**src/rtl/nco_pkg.sv**
```systemverilog
// Shared types and constants for the NCO sweep controller.
//   NCO_FTW_W      default tuning-word width (matches the NCO's NCO_in)
//   NCO_DWELL_W    default dwell counter width
//   sweep_state_t  controller FSM states
//   ftw_t          tuning-word type at the default width
package nco_pkg;

    localparam int unsigned NCO_FTW_W   = 32;
    localparam int unsigned NCO_DWELL_W = 16;

    typedef enum logic [1:0] {
        IDLE  = 2'd0,
        DWELL = 2'd1,
        DONE  = 2'd2
    } sweep_state_t;

    typedef logic [NCO_FTW_W-1:0] ftw_t;

endpackage

```
**src/rtl/nco_step_clamp.sv**
```systemverilog
// One step of a clamped linear sweep, purely combinational.
//   cur      current tuning word
//   step     unsigned step magnitude
//   stop     limit word that must not be overshot
//   dir      1 = step upwards, 0 = step downwards
//   next     cur +/- step, clamped to stop (never wraps through 0 or 2^W)
//   at_stop  cur already equals stop
module nco_step_clamp
    import nco_pkg::*;
#(
    parameter int unsigned W = NCO_FTW_W
) (
    input  logic [W-1:0] cur,
    input  logic [W-1:0] step,
    input  logic [W-1:0] stop,
    input  logic         dir,
    output logic [W-1:0] next,
    output logic         at_stop
);

    // One extra bit so a carry (up) or borrow (down) is seen instead of wrapping.
    logic [W:0] sum;
    logic [W:0] diff;

    always_comb begin
        sum     = {1'b0, cur} + {1'b0, step};
        diff    = {1'b0, cur} - {1'b0, step};
        at_stop = (cur == stop);
        if (dir) begin
            next = (sum >= {1'b0, stop}) ? stop : sum[W-1:0];
        end else begin
            next = (diff[W] || (diff[W-1:0] <= stop)) ? stop : diff[W-1:0];
        end
    end

endmodule

```
**src/rtl/nco_sweep_ctrl.sv**
```systemverilog
// Stepped linear frequency sweep (chirp) sequencer feeding an NCO.
// Emits start..stop in clamped steps, each word held cfg_dwell+1 cycles,
// single-shot or continuous, with a start/abort/done handshake.
// Optional feature macro: NCO_SWEEP_TRIANGLE_EN enables the up/down (triangle)
// mode selected by cfg_triangle; without it the sweep is sawtooth only.
// Ports:
//   clk_top, rst_top       clock, async active-low reset
//   cfg_*                  sweep configuration, captured when a start is accepted
//   start, abort           1-cycle request / immediate stop (abort wins)
//   NCO_in, NCO_enable     registered tuning word and enable to the NCO
//   busy, done, sweep_wrap status: running, end-of-single-pass, restart/reversal
module nco_sweep_ctrl
    import nco_pkg::*;
#(
    parameter int unsigned FTW_W   = NCO_FTW_W,
    parameter int unsigned DWELL_W = NCO_DWELL_W
) (
    input  logic               clk_top,
    input  logic               rst_top,
    input  logic [FTW_W-1:0]   cfg_start_ftw,
    input  logic [FTW_W-1:0]   cfg_stop_ftw,
    input  logic [FTW_W-1:0]   cfg_step_ftw,
    input  logic [DWELL_W-1:0] cfg_dwell,
    input  logic               cfg_continuous,
    input  logic               cfg_triangle,
    input  logic               start,
    input  logic               abort,
    output logic [FTW_W-1:0]   NCO_in,
    output logic               NCO_enable,
    output logic               busy,
    output logic               done,
    output logic               sweep_wrap
);

    sweep_state_t       state;
    logic [FTW_W-1:0]   start_s;
    logic [FTW_W-1:0]   stop_s;
    logic [FTW_W-1:0]   step_s;
    logic [DWELL_W-1:0] dwell_s;
    logic               cont_s;
    logic               dir_up_s;
    logic [DWELL_W-1:0] cnt;

    logic [FTW_W-1:0]   tgt;
    logic               dir;
    logic [FTW_W-1:0]   fwd_next;
    logic               at_tgt;
    logic               pass_end;
    logic               rev_ok;

`ifdef NCO_SWEEP_TRIANGLE_EN
    logic               tri_s;
    logic               returning;
    logic [FTW_W-1:0]   other;
    logic [FTW_W-1:0]   rev_next;
    logic               unused_rev_at_stop;

    // The return leg heads back to the start word in the opposite direction.
    assign tgt   = returning ? start_s : stop_s;
    assign other = returning ? stop_s : start_s;
    assign dir   = returning ? ~dir_up_s : dir_up_s;
    // Degenerate passes (single word) never reverse; single-shot stops after one return leg.
    assign rev_ok = tri_s && (start_s != stop_s) && (step_s != '0) && (!returning || cont_s);

    // First word after the endpoint, so the endpoint itself is not repeated.
    nco_step_clamp #(
        .W (FTW_W)
    ) u_rev_clamp (
        .cur     (NCO_in),
        .step    (step_s),
        .stop    (other),
        .dir     (~dir),
        .next    (rev_next),
        .at_stop (unused_rev_at_stop)
    );
`else
    logic unused_cfg_triangle;
    assign unused_cfg_triangle = cfg_triangle;
    assign tgt    = stop_s;
    assign dir    = dir_up_s;
    assign rev_ok = 1'b0;
`endif

    nco_step_clamp #(
        .W (FTW_W)
    ) u_fwd_clamp (
        .cur     (NCO_in),
        .step    (step_s),
        .stop    (tgt),
        .dir     (dir),
        .next    (fwd_next),
        .at_stop (at_tgt)
    );

    // A zero step can never reach the target, so it is a one-word pass.
    assign pass_end = at_tgt || (step_s == '0);

    always_ff @(posedge clk_top or negedge rst_top) begin
        if (!rst_top) begin
            state      <= IDLE;
            start_s    <= '0;
            stop_s     <= '0;
            step_s     <= '0;
            dwell_s    <= '0;
            cont_s     <= 1'b0;
            dir_up_s   <= 1'b0;
            cnt        <= '0;
            NCO_in     <= '0;
            NCO_enable <= 1'b0;
            busy       <= 1'b0;
            done       <= 1'b0;
            sweep_wrap <= 1'b0;
`ifdef NCO_SWEEP_TRIANGLE_EN
            tri_s      <= 1'b0;
            returning  <= 1'b0;
`endif
        end else begin
            done       <= 1'b0;
            sweep_wrap <= 1'b0;
            if (abort) begin
                state      <= IDLE;
                cnt        <= '0;
                NCO_enable <= 1'b0;
                busy       <= 1'b0;
            end else begin
                unique case (state)
                    IDLE: begin
                        if (start) begin
                            start_s    <= cfg_start_ftw;
                            stop_s     <= cfg_stop_ftw;
                            step_s     <= cfg_step_ftw;
                            dwell_s    <= cfg_dwell;
                            cont_s     <= cfg_continuous;
                            dir_up_s   <= (cfg_start_ftw <= cfg_stop_ftw);
                            cnt        <= '0;
                            NCO_in     <= cfg_start_ftw;
                            NCO_enable <= 1'b1;
                            busy       <= 1'b1;
                            state      <= DWELL;
`ifdef NCO_SWEEP_TRIANGLE_EN
                            tri_s      <= cfg_triangle;
                            returning  <= 1'b0;
`endif
                        end
                    end
                    DWELL: begin
                        if (cnt != dwell_s) begin
                            cnt <= cnt + 1'b1;
                        end else begin
                            cnt <= '0;
                            if (!pass_end) begin
                                NCO_in <= fwd_next;
                            end else if (rev_ok) begin
`ifdef NCO_SWEEP_TRIANGLE_EN
                                NCO_in     <= rev_next;
                                returning  <= ~returning;
                                sweep_wrap <= cont_s;
`endif
                            end else if (cont_s) begin
                                NCO_in     <= start_s;
                                sweep_wrap <= 1'b1;
`ifdef NCO_SWEEP_TRIANGLE_EN
                                returning  <= 1'b0;
`endif
                            end else begin
                                state      <= DONE;
                                done       <= 1'b1;
                                busy       <= 1'b0;
                                NCO_enable <= 1'b0;
                            end
                        end
                    end
                    DONE: begin
                        state <= IDLE;
                    end
                    default: begin
                        state <= IDLE;
                    end
                endcase
            end
        end
    end

endmodule

```
**config.mk**
```make
export PLATFORM = sky130hd
export DESIGN_NAME = nco_sweep_ctrl
export DESIGN_NICKNAME = d
export VERILOG_FILES = /design/src/rtl/nco_pkg.sv /design/src/rtl/nco_step_clamp.sv /design/src/rtl/nco_sweep_ctrl.sv
export SDC_FILE = /design/constraint.sdc
export NUM_CORES = 1
export LEC_CHECK = 0
export ABC_AREA = 1
export CAP_MARGIN = 20
export CORE_AREA = 2 2 213 215
export CTS_CLUSTER_DIAMETER = 150
export DETAILED_ROUTE_END_ITERATION = 7
export DIE_AREA = 0 0 215 217
export GPL_ROUTABILITY_DRIVEN = 0
export HOLD_SLACK_MARGIN = 0.15
export SLEW_MARGIN = 20
export SYNTH_ARGS = -nofsm -noshare
export SYNTH_HDL_FRONTEND = slang
export SYNTH_SLANG_ARGS = --single-unit
```
**constraint.sdc**
```tcl
create_clock -name clk_top -period 3.7 [get_ports clk_top]
set_clock_uncertainty 0.1 [all_clocks]
set_input_delay 0.74 -clock clk_top [delete_from_list [all_inputs] [get_ports clk_top]]
set_output_delay 0.74 -clock clk_top [all_outputs]
set_load 0.005 [all_outputs]
```
Word level (Yosys, flattened, before mapping). Index checks and enable logic that the tools add are counted.

Flip-flop bits (word level): 167. Input port bits: 118.

$add $sub $neg: 3. $lt $le $gt $ge: 3. Equal/unequal tests: 10. Mux-type cells: 34. Bitwise gates (word level): 1. Reduce and logical (&&, ||, !) cells: 11.

Operators by type and width (count): 32-bit 2-to-1 mux (7); 32-bit less-or-equal comparator (2); 32-bit case mux with 2 select lines (1); 16-bit 2-to-1 mux (3); 32-bit by 32-bit adder with 33-bit output (1); 33-bit by 32-bit greater-or-equal comparator with 1-bit output (1); 32-bit by 32-bit subtractor with 33-bit output (1); 32-bit equality test (1); 32-bit logical NOT (1); 16-bit case mux with 2 select lines (1); 16-bit by 1-bit adder with 16-bit output (second input constant) (1); 16-bit inequality test (1); 1-bit 2-to-1 mux (15); 3-bit inequality test (second input constant) (5); 2-bit 2-to-1 mux (5); 5-bit AND reduction (2); 2-bit inequality test (second input constant) (2); 2-bit case mux with 2 select lines (1); 4-bit AND reduction (1); 3-bit AND reduction (1); 3-bit nonzero test (1); 2-bit by 1-bit equality test with 1-bit output (second input constant) (1); 2-bit logical NOT (1); 1-bit logical OR (2); 4 further kinds (4).

Logic depth before layout (Yosys ltp).
Depth in word-level cells: 8. Gate-level depth with buffers: 34.

Hierarchy. From an unflattened synthesis, not the netlist that was laid out.

Cell total of the unflattened synthesis: 2473. Area, all modules: 15910.3 um^2.

Modules (own cells, without submodules): nco_sweep_ctrl (times used 1, cells each 1149, area an instance 8607.0 um^2, seq. area each 4179.0 um^2); nco_step_clamp (times used 1, cells each 1324, area an instance 7303.3 um^2, seq. area each 0.0 um^2).

Worst setup path before layout. Ideal clock, no wire load.

Kind: reg2reg. From: reg NCO_in[7]. To: reg NCO_in[26]. Arrival time: 3449 ps. Required time: 3479 ps. Setup slack: 30 ps. Cell stages (with the launch flop): 32. Cells stage by stage: dfrtp_1 -> ha_1 -> buf_2 -> nor2_1 -> nand2_1 -> nor2_1 -> nand2_1 -> nand3_1 -> nand2_1 -> nand2_1 -> inv_2 -> o21ai_0 -> nand2_1 -> nand2_1 -> inv_1 -> ha_1 -> a21oi_1 -> o21a_1 -> nor2_1 -> nor2_1 -> nand2_1 -> nand2_1 -> nand2_1 -> nand2_1 -> nand2_1 -> nand2_1 -> clkbuf_1 -> nand3_1 -> nand3_1 -> nand2_1 -> nand2_1 -> a21oi_1.

Word-level cells in the longest chain between the ends: 8.

RTL lines: from (decl) (RTL line nco_sweep_ctrl.sv:28) `output logic [FTW_W-1:0] NCO_in,`; from (signal assigned) (RTL line nco_sweep_ctrl.sv:136) `NCO_in <= cfg_start_ftw;`; from (signal assigned) (RTL line nco_sweep_ctrl.sv:152) `NCO_in <= fwd_next;`; from (signal assigned) (RTL line nco_sweep_ctrl.sv:160) `NCO_in <= start_s;`; 32-bit by 32-bit subtractor with 33-bit output (RTL line nco_step_clamp.sv:27) `diff = {1'b0, cur} - {1'b0, step};`; 32-bit less-or-equal comparator (RTL line nco_step_clamp.sv:32) `next = (diff[W] || (diff[W-1:0] <= stop)) ? stop : diff[W-1:0];`; 1-bit logical OR (RTL line nco_step_clamp.sv:32); 32-bit 2-to-1 mux (RTL line nco_step_clamp.sv:32); 32-bit 2-to-1 mux (RTL line nco_step_clamp.sv:29) `if (dir) begin`; 32-bit 2-to-1 mux (RTL line nco_sweep_ctrl.sv:151) `if (!pass_end) begin`; 32-bit 2-to-1 mux (RTL line nco_sweep_ctrl.sv:147) `if (cnt != dwell_s) begin`; 32-bit case mux with 2 select lines (RTL line nco_sweep_ctrl.sv:126) `unique case (state)`.

Several ways; a longest one is shown, not always the timed one. The select of a mux whose other input is x is not followed. A chain may end at the register's enable or synchronous reset.

Worst setup path after layout.
From: reg NCO_in[7]. To: reg NCO_in[10].

The elaborated chain is that of the path after synthesis.

==> results.sh <==
export IMPL_grt_max_degree=109
export IMPL_fill_cells=4290
export IMPL_max_slew_margin_pct=34.3
export IMPL_port_buffers=152
export IMPL_dr_pass1_iters=6
export IMPL_synth_ff_type="dfrtp_1"
export IMPL_setup_ws_ns=-0.503
export IMPL_synth_nets=2725
export IMPL_rows=78
export IMPL_cp_start_kind="flop"
export IMPL_grt_pass1_wl_um=97600
export IMPL_nNetsFinal=3262
export IMPL_async_flop_share_pct=100
export IMPL_synthSimpleGateAreaFrac_pct=28.8
export IMPL_fmax_mhz=238
export IMPL_drc=0
export IMPL_tightest_slew_ns=0.982
export IMPL_synth_cell_types=49
export IMPL_start_util_pct=35.2
export IMPL_violations="negative setup slack"
export IMPL_rsz0062_at_grt="yes"
export IMPL_period_needed_ns=4.20
export IMPL_cap_violations=0
export IMPL_synth_adder_area_share_pct=13.1
export IMPL_arrival_ns=4.53
export IMPL_first_iter_violations=2173
export IMPL_cts_tree="built"
export IMPL_clock_latency_ns=0.49
export IMPL_final_cell_mix="567 x nand2_1, 413 x buf_4, 385 x inv_1, 208 x nor2_1, 151 x clkdlybuf4s50_1"
export IMPL_place_area_um2=20600
export IMPL_postRouteAntennaNets=0
export IMPL_die_x_um=215
export IMPL_dp_hpwl_um=49700
export IMPL_fin_area_um2=23300
export IMPL_cts_buffers=17
export IMPL_area_delta_synth_final_pct=48.0
export IMPL_synth_xor_area_share_pct=4.56
export IMPL_synth_edf_count=0
export IMPL_seq_area_frac_synth_pct=26.6
export IMPL_slew_violations=0
export IMPL_io_pin_count=154
export IMPL_root_buffer="clkbuf_16"
export IMPL_rr_worst_depth=24
export IMPL_whs_path_depth=2
export IMPL_cts_htree_levels=4
export IMPL_grt_overflow_total=0
export IMPL_multi_input_area_um2=10800
export IMPL_cp_required_ns=4.03
export IMPL_routed_via_density=5.05
export IMPL_end_kind="flop"
export IMPL_final_util_pct=52.1
export IMPL_wl_um=64900
export IMPL_r2r_slack_ns=-0.50
export IMPL_synth_top_family_by_area="simple AND/OR/NAND/NOR gates"
export IMPL_clock_sinks=167
export IMPL_wl_per_cell_um=18.1
export IMPL_r2r_start="NCO_in[7]$_DFFE_PN0P_"
export IMPL_hp_start="start_s[30]$_DFFE_PN0P_"
export IMPL_post_route_period_util_pct=114
export IMPL_crit_type="reg -> reg"
export IMPL_r2r_end="NCO_in[10]$_DFFE_PN0P_"
export IMPL_regArea_um2=4210
export IMPL_drive_gt1_share_pct=27.1
export IMPL_core_area_um2=44700
export IMPL_synthCells=2444
export IMPL_setup_viol=32
export IMPL_hold_path_class="reg -> reg"
export IMPL_synth_compound_area_share_pct=14.0
export IMPL_hold_end="start_s[30]$_DFFE_PN0P_"
export IMPL_grt_use_total_pct=27.2
export IMPL_status="finished, violations left"
export IMPL_n_antenna_cell=0
export IMPL_dieHeight_um=217
export IMPL_ys_warn_count=0
export IMPL_clk_pin_slew_ns=0.08
export IMPL_synth_mux_area_share_pct=0
export IMPL_finalSetupTns_ns=-14.21
export IMPL_vias=18200
export IMPL_syn_avg_cell_area_um2=6.44
export IMPL_grt_pass1_vias=17800
export IMPL_crit_fanout=12
export IMPL_final_common_cell="nand2_1"
export IMPL_antenna_found_initial=0
export IMPL_clk_path_buf_depth=2
export IMPL_die_area_um2=46700
export IMPL_synth_area_um2=15700
export IMPL_finalHoldViolCount=0
export IMPL_synth_seq_cells=167
-- layer usage --
| layer | vias up | track usage [%] | routed length [um] |
|---|---|---|---|
| li1 | 8796 | - | - |
| met1 | 8448 | 36.6 | 27700 |
| met2 | 782 | 42.1 | 28600 |
| met3 | 131 | 5.66 | 5920 |
| met4 | 0 | 12.0 | 2730 |
| met5 | - | 0 | 0 |
-- cell families (layout without fill, tap and decap cells) --
group | after synthesis | in the layout
compound gates | 412 | 412
xor+xnor | 82 | 82
fa+ha+maj | 163 | 163
buf+inv | 525 | 1075
flops | 167 | 167
simple gates | 1095 | 1095
-- area by class of cell --
cell class | instances | share of cell area [%]
Inverter | 445 | 7.18
Sequential cell | 167 | 18.1
Timing Repair Buffer | 598 | 22.5
Clock inverter | 15 | 0.768
Tap cell | 600 | 3.22
Clock buffer | 17 | 1.83
Multi-Input combinational cell | 1752 | 46.5
-- cells in the mapped netlist, types with 5 or more instances --
cell type | number | area (um2)
a21o_1 | 11 | 82.6
nand2_1 | 632 | 2370
o21ai_1 | 25 | 125
ha_1 | 161 | 2010
dfrtp_1 | 167 | 4180
nand3_1 | 124 | 621
nand4_1 | 44 | 275
a211oi_1 | 5 | 37.5
nor2_1 | 234 | 878
nor4_1 | 17 | 106
xnor2_1 | 30 | 263
inv_2 | 25 | 93.8
xor2_1 | 52 | 455
clkinv_1 | 12 | 45.0
o21bai_1 | 10 | 75.1
buf_2 | 21 | 105
inv_1 | 408 | 1530
nor3_1 | 26 | 130
o21a_1 | 5 | 37.5
clkbuf_1 | 49 | 184
buf_6 | 7 | 78.8
o21ai_0 | 155 | 776
a21oi_1 | 183 | 916
-- metrics by stage --
stage / setup WS (ns) / hold WS [ns] / std cells
after floorplan: 0.0300 / 0.344 / 2444
final: -0.503 / 0.391 / 3594
after CTS: -0.420 / 0.397 / 3561
after detailed placement: -0.732 / 0.377 / 3499
after global placement: -0.735 / 0.372 / 3498
after global routing: -0.721 / 0.420 / 3594
-- what timing repair did --
action,4_1_cts,5_1_grt
setup endpoints to repair,32,32
resized for setup,175,192
pin swaps,52,89
buffers inserted,24,31
endpoints found under the hold margin,17,0
hold buffers,1,0
cloned,5,2
-- worst max-delay path by stage --
| stage | start | endpoint | slack, ns | cells past startpoint |
|---|---|---|---|---|
| floorplan | NCO_in[7]$_DFFE_PN0P_ | NCO_in[26]$_DFFE_PN0P_ | 0.03 | 31 |
| global route | step_s[17]$_DFFE_PN0P_ | NCO_in[13]$_DFFE_PN0P_ | -0.72 | 30 |
| global placement | NCO_in[19]$_DFFE_PN0P_ | NCO_in[22]$_DFFE_PN0P_ | -0.74 | 23 |
| detailed placement | NCO_in[19]$_DFFE_PN0P_ | NCO_in[10]$_DFFE_PN0P_ | -0.73 | 23 |
| CTS | NCO_in[0]$_DFFE_PN0P_ | NCO_in[8]$_DFFE_PN0P_ | -0.42 | 34 |
| finish | NCO_in[7]$_DFFE_PN0P_ | NCO_in[10]$_DFFE_PN0P_ | -0.50 | 24 |
-- sequential cells by signal, summed over array words and instances (netlist names) --
name / cells
done: 1
dwell_s: 16
sweep_wrap: 1
cont_s: 1
start_s: 32
dir: 1
state: 2
step_s: 32
stop_s: 32
cnt: 16
busy: 1
NCO_in: 32
-- critical path, stage by stage, from the launching register on --
cell     delay [ns]
dfrtp_2        0.46
buf_4          0.19
ha_1           0.24
a21oi_2        0.20
nor2_1         0.08
nor2_1         0.11
nor2_2         0.06
nor2_2         0.12
nand2_2        0.12
xor2_2         0.19
ha_1           0.32
nand4_1        0.18
buf_4          0.21
nor4_4         0.29
nand4_1        0.16
nand2_1        0.13
nor3_4         0.06
buf_12         0.14
buf_12         0.14
buf_4          0.15
nand3_1        0.08
nand3_1        0.09
nand2_1        0.11
nand2_1        0.07
a21oi_2        0.11
Power is not shown: default switching activity piles up to over one toggle a cycle in this logic, so the estimate is an artifact.
